===== src/rtl/kinase_valve_sequencer.sv =====
// kinase_valve_sequencer: stored-program valve/pump sequencer for a kinase_activity chain.
// Define FLUSH_CHECK_EN to compare flush_sense against the drive at the end of each settle.
module kinase_valve_sequencer #(
   parameter int STEP_DEPTH = 16,
   parameter int DWELL_W = 16,
   parameter int CTRL_A_W = 13,
   parameter int CTRL_S_W = 4,
   parameter int PUMP_DIV = 100,
   parameter int SETTLE = 8,
   parameter int AW = $clog2(STEP_DEPTH),
   parameter int SW = DWELL_W + CTRL_A_W + CTRL_S_W + 2
) (
   input  logic                         clk,
   input  logic                         rst_n,
   input  logic                         prog_we,
   input  logic [AW-1:0]                prog_addr,
   input  logic [SW-1:0]                prog_data,
   input  logic [AW-1:0]                last_step,
   input  logic                         start,
   input  logic                         abort,
   input  logic [CTRL_A_W+CTRL_S_W-1:0] flush_sense,
   output logic [CTRL_A_W-1:0]          ctrl_a,
   output logic [CTRL_S_W-1:0]          ctrl_s,
   output logic [2:0]                   pump_a,
   output logic [1:0]                   pump_b,
   output logic                         busy,
   output logic                         done,
   output logic                         err,
   output logic [AW-1:0]                step_idx
);
`ifdef FLUSH_CHECK_EN
   typedef enum logic [2:0] {S_IDLE, S_LOAD, S_DWELL, S_SETL, S_DONE, S_ERR} state_t;
`else
   typedef enum logic [2:0] {S_IDLE, S_LOAD, S_DWELL, S_SETL, S_DONE} state_t;
`endif
   localparam int DVW = $clog2(PUMP_DIV + 1);
   state_t state, state_nx;
   logic [SW-1:0] mem [STEP_DEPTH];
   logic [AW-1:0] last_r;
   logic [DWELL_W-1:0] cnt;
   logic [DVW-1:0] div;
   logic [1:0] pa_ph;
   logic pb_ph, pa_on, pb_on, live, cnt_z, at_last, go, pwrap, fail;
   assign busy = state == S_LOAD || state == S_DWELL || state == S_SETL;
   assign done = state == S_DONE;
   assign cnt_z = cnt == '0;
   assign at_last = step_idx == last_r;
   assign go = state == S_IDLE && start;
   assign pwrap = div == DVW'(PUMP_DIV - 1);
   // live stays low after reset/abort/flush failure so every output reads vented
   assign pump_a = !live ? 3'b000 : !pa_on ? 3'b111 :
                   pa_ph == 2'd0 ? 3'b110 : pa_ph == 2'd1 ? 3'b101 : 3'b011;
   assign pump_b = !live ? 2'b00 : !pb_on ? 2'b11 : pb_ph ? 2'b01 : 2'b10;
`ifdef FLUSH_CHECK_EN
   assign fail = state == S_SETL && cnt_z && flush_sense != {ctrl_s, ctrl_a};
   always_ff @(posedge clk)
      if (!rst_n) err <= 1'b0;
      else if (abort) err <= err;
      else if (fail) err <= 1'b1;
      else if (go) err <= 1'b0;
`else
   logic unused_sense;
   assign unused_sense = ^flush_sense;
   assign fail = 1'b0;
   assign err = 1'b0;
`endif
   always_ff @(posedge clk)
      state <= !rst_n ? S_IDLE : state_nx;
   always_comb begin
      state_nx = state;
      case (state)
         S_IDLE:  state_nx = start ? S_LOAD : S_IDLE;
         S_LOAD:  state_nx = S_DWELL;
         S_DWELL: state_nx = cnt_z ? S_SETL : S_DWELL;
         S_SETL:  state_nx = !cnt_z ? S_SETL : at_last ? S_DONE : S_LOAD;
         default: state_nx = S_IDLE;
      endcase
`ifdef FLUSH_CHECK_EN
      if (fail) state_nx = S_ERR;
`endif
      if (abort) state_nx = S_IDLE;
   end
   always_ff @(posedge clk)
      if (prog_we && !busy) mem[prog_addr] <= prog_data;
   always_ff @(posedge clk) begin
      if (!rst_n) begin
         {ctrl_a, ctrl_s, pa_on, pb_on, live} <= '0;
         {cnt, div, pa_ph, pb_ph, step_idx, last_r} <= '0;
      end else if (abort || fail) begin
         {ctrl_a, ctrl_s, pa_on, pb_on, live} <= '0;
      end else begin
         if (go) begin
            {div, pa_ph, pb_ph, step_idx} <= '0;
            last_r <= last_step;
         end
         // pump phase runs across step boundaries; only a new start rewinds it
         if (busy) begin
            div <= pwrap ? '0 : div + 1'b1;
            if (pwrap) begin
               pa_ph <= pa_ph == 2'd2 ? 2'd0 : pa_ph + 1'b1;
               pb_ph <= ~pb_ph;
            end
         end
         if (state == S_LOAD) begin
            {pb_on, pa_on, ctrl_s, ctrl_a, cnt} <= mem[step_idx];
            live <= 1'b1;
         end
         if (state == S_DWELL) cnt <= cnt_z ? DWELL_W'(SETTLE - 1) : cnt - 1'b1;
         if (state == S_SETL) begin
            cnt <= cnt_z ? '0 : cnt - 1'b1;
            if (cnt_z && !at_last) step_idx <= step_idx + 1'b1;
         end
      end
   end
endmodule

===== config.mk =====
export PLATFORM = sky130hd
export DESIGN_NAME = kinase_valve_sequencer
export DESIGN_NICKNAME = d
export VERILOG_FILES = /design/src/rtl/kinase_valve_sequencer.sv
export SDC_FILE = /design/constraint.sdc
export NUM_CORES = 1
export LEC_CHECK = 0
export CAP_MARGIN = 10
export CORE_MARGIN = 2
export CORE_UTILIZATION = 46
export CTS_BUF_LIST = sky130_fd_sc_hd__clkbuf_2
export CTS_CLUSTER_SIZE = 20
export DETAILED_ROUTE_END_ITERATION = 6
export PLACE_DENSITY = 0.71
export SYNTH_ARGS = -nofsm -noshare
export SYNTH_HDL_FRONTEND = slang
export SYNTH_SLANG_ARGS = --single-unit
export TNS_END_PERCENT = 5

===== constraint.sdc =====
create_clock -name clk -period 4.8 [get_ports clk]
set_input_delay 0.96 -clock clk [delete_from_list [all_inputs] [get_ports clk]]
set_output_delay 0.96 -clock clk [all_outputs]
set_load 0.005 [all_outputs]

==> out/results.tsv <==
stage	metric	value	unit
placed_design	place_hpwl	28.4	mm
worst_setup_path	cp-start-kind	flop	
floorplan	die_h	233	um
hold_path	hp-start	rst_n	
timing	rsz0062_at_grt	false	
cts	clock-sinks	621	
floorplan	die_area	54300	um2
yosys	syn_area	24100	um2
drt	wl_per_cell	23.8	um
timing	min_period	3.70	ns
flow_run	drv_cap	0	
yosys	synth-edff-count	560	
yosys	yosys.area.top_type	edfxtp_1	
cells_and_area	drive_above_1_share	31.7	%
drt	drc	0	
cells_and_area	stdcell_count	2179	
timing	worst_pin_slew	0.952	ns
cts	cts_setup_buffers	0	
power_and_ir_drop	p_leak	8.60	nW
global_routing	grt_pass1_vias	13000	
worst_setup_path	path_cells	nor2_1, and2_1, clkdlybuf4s50_1	
yosys	yosysMostFrequentCell	edfxtp_1	
worst_setup_path	end_kind	output pin	
placed_design	placedCellCount	1897	
yosys	ys_top_cells_by_area	edfxtp_1, mux4_2, dfxtp_1	
cts	cts_max_level	4	
yosys	ys.warnings.count	0	
drt	ant_nets	0	
floorplan	die_x	233	um
global_routing	grt_pass1_wl	78.4	mm
floorplan	io_pins	94	
worst_setup_path	critPathMaxStageDelay	0.49	ns
worst_setup_path	cp.buffers_inverters	1	
yosys	netlist_instances	1165	
worst_setup_path	crit_family	simple AND/OR/NAND/NOR gates	
drt	drtIter0Drc	1165	
worst_setup_path	crit_type	reg -> out	
worst_setup_path	startpoint	state[0]$_SDFF_PP0_	
global_routing	gr-total-overflow	0	
cells_and_area	fillers	4026	
hold_path	hp-class	in -> reg	
global_routing	antenna_found_initial	2	
cells_and_area	nets	1442	
drt	dr_total_vias	12500	
cts	clk_latency	1.30	ns
placed_design	gp_congestion	0.844	
global_routing	grt.total_usage	20.0	%
global_routing	grt_max_degree	56	
timing	setup_tns	0	ns
yosys	yosys-top-cells-count	edfxtp_1, mux4_2, dfxtp_1	
worst_setup_path	cp_slowest_cell	clkdlybuf4s50_1	
drt	first_pass_iters	5	
cts	path_clk_slew	0.10	ns
timing	final_max_slew_viol_count	0	
yosys	synth_seq_cells	621	
timing	hold_viol	0	
power_and_ir_drop	powerDensity	362	nW/um2
timing	setup_violations	0	
timing	slew_headroom	35.9	%
floorplan	initial_core_util	46.7	%
drt	routed_via_density	5.74	
yosys	yosysTopAreaCellShare	69.7	%
drt	routed_wl	51.9	mm
yosys	synthDistinctLibCells	69	
cts	cts_root_buffer	clkbuf_2	
yosys	yosysSeqAreaShare	74.8	%
cts	cts_tree	done	
floorplan	coreArea	51600	um2
yosys	avgSynthCellArea	20.7	um2
cells_and_area	areaGrowthSynthToFinish	13.4	%
power_and_ir_drop	ir_worst_vdd	220	uV
timing	fmax	270	MHz
timing	skew	0.0868	ns
placed_design	port_buffers	75	
run_status	outcome	finished clean	
yosys	syn_nets	1234	
yosys	synth-main-ff-cell	edfxtp_1	
cts	cts_hold_buffers	0	
cells_and_area	utilization	53.0	%
yosys	async_flop_share	0	%
cts	cts_inserted_buffers	154	
worst_setup_path	crit_arrival	2.74	ns
cts	ctsResizeCount	0	
worst_setup_path	cp_max_fo	10	
cts	cts_buffer_depth	3	
floorplan	core.rowCount	83	
timing	min_period_over_period	77.2	%
worst_setup_path	required	3.84	ns
==> worst reg2reg max path, stage by stage (launching register included) <==
cell     delay, ns
dfxtp_4       0.80
buf_4         0.69
mux4_2        0.65
mux4_2        0.47
a32o_1        0.26
==> final cells by class <==
class                           count  area (um2)  area share [%]
Multi-Input combinational cell    475        5850            21.4
Sequential cell                   621       18000            66.0
Tap cell                          680         851            3.11
Clock buffer                      215        1080            3.93
Antenna cell                        2        5.00          0.0183
Inverter                            7        26.3          0.0960
Timing Repair Buffer              114        1080            3.93
Clock inverter                     65         422            1.54
==> worst paths after layout <==
check | endpoint | slack (ns) | cells after the start
worst max register to register | ctrl_s[1]$_SDFFE_PP0P_ | 1.83 | 4
worst min register to register | ctrl_a[7]$_SDFFE_PP0P_ | 0.48 | 1
worst min-delay path | last_r[0]$_SDFFE_PN0P_ | 0.30 | 3
worst max-delay path | done | 1.10 | 3
==> cells in the final DEF, fill, tap and decap left out, types with 5 or more instances in the layout <==
cell type,Yosys,final
dfxtp_1,61,57
nand2b_1,7,7
o22ai_1,9,9
buf_4,4,36
nor4_1,5,5
nor3_1,13,8
a21boi_0,5,5
and3_1,5,5
nor2_4,0,12
a41oi_1,5,5
xnor2_1,5,5
clkbuf_2,0,215
clkdlybuf4s50_1,0,74
mux2i_1,27,27
clkinv_2,0,6
o21ai_0,22,22
mux4_2,161,161
edfxtp_1,560,560
nand2_1,28,28
inv_1,7,7
a32o_1,20,20
bufinv_16,0,6
nor3_2,0,5
mux2_2,5,5
nand3_1,13,13
o211ai_1,5,5
clkinv_1,0,48
a21oi_1,28,28
nor2_1,41,28
==> state kept, by name, summed over array words and instances, names as in the netlist, 2 cells and up, named ones only <==
register and cells:
ctrl_s 4, last_r 4, div 7, mem 560, step_idx 4, cnt 16, ctrl_a 13, pa_ph 2
state 3
==> through the flow <==
step                      hold WS (ns)  area [um2]  power (W)  setup slack (ns)
after floorplan                  0.450       24100    0.00623             0.477
after global placement           0.450       25900    0.00640              1.36
after detailed placement         0.460       25900    0.00641              1.33
after CTS                        0.136       27400     0.0100             0.916
after global routing             0.240       27400     0.0103             0.878
final                            0.300       27400    0.00990              1.10
==> logic make-up after synthesis <==
kind of cell | count (synthesis) | synth area share, %
flops | 621 | 74.8
mux | 193 | 16.4
simple gates | 149 | 3.33
compound gates | 121 | 3.55
buf+inv | 69 | 1.50
xor+xnor | 7 | 0.254
fa+ha+maj | 4 | 0.207
other cells | 1 | 0.0155
==> where the power goes <==
| part | switching, W | internal (W) | leakage [nW] | total, W |
|---|---|---|---|---|
| Sequential | 0.0000227 | 0.00595 | 5.55 | 0.00597 |
| Clock | 0.00207 | 0.00155 | 1.09 | 0.00361 |
| Combinational | 0.000211 | 0.000105 | 1.95 | 0.000316 |
==> routing by layer <==
layer  up-vias  track usage (%)  share of wire (%)
li1       5436                -                  -
met1      6511             27.2                 42
met2       489             31.2                 48
met3        67             5.48                8.0
met4         2             7.11                1.4
met5         -                0              0.031
Note: power is estimated with default switching activity, not from simulation.
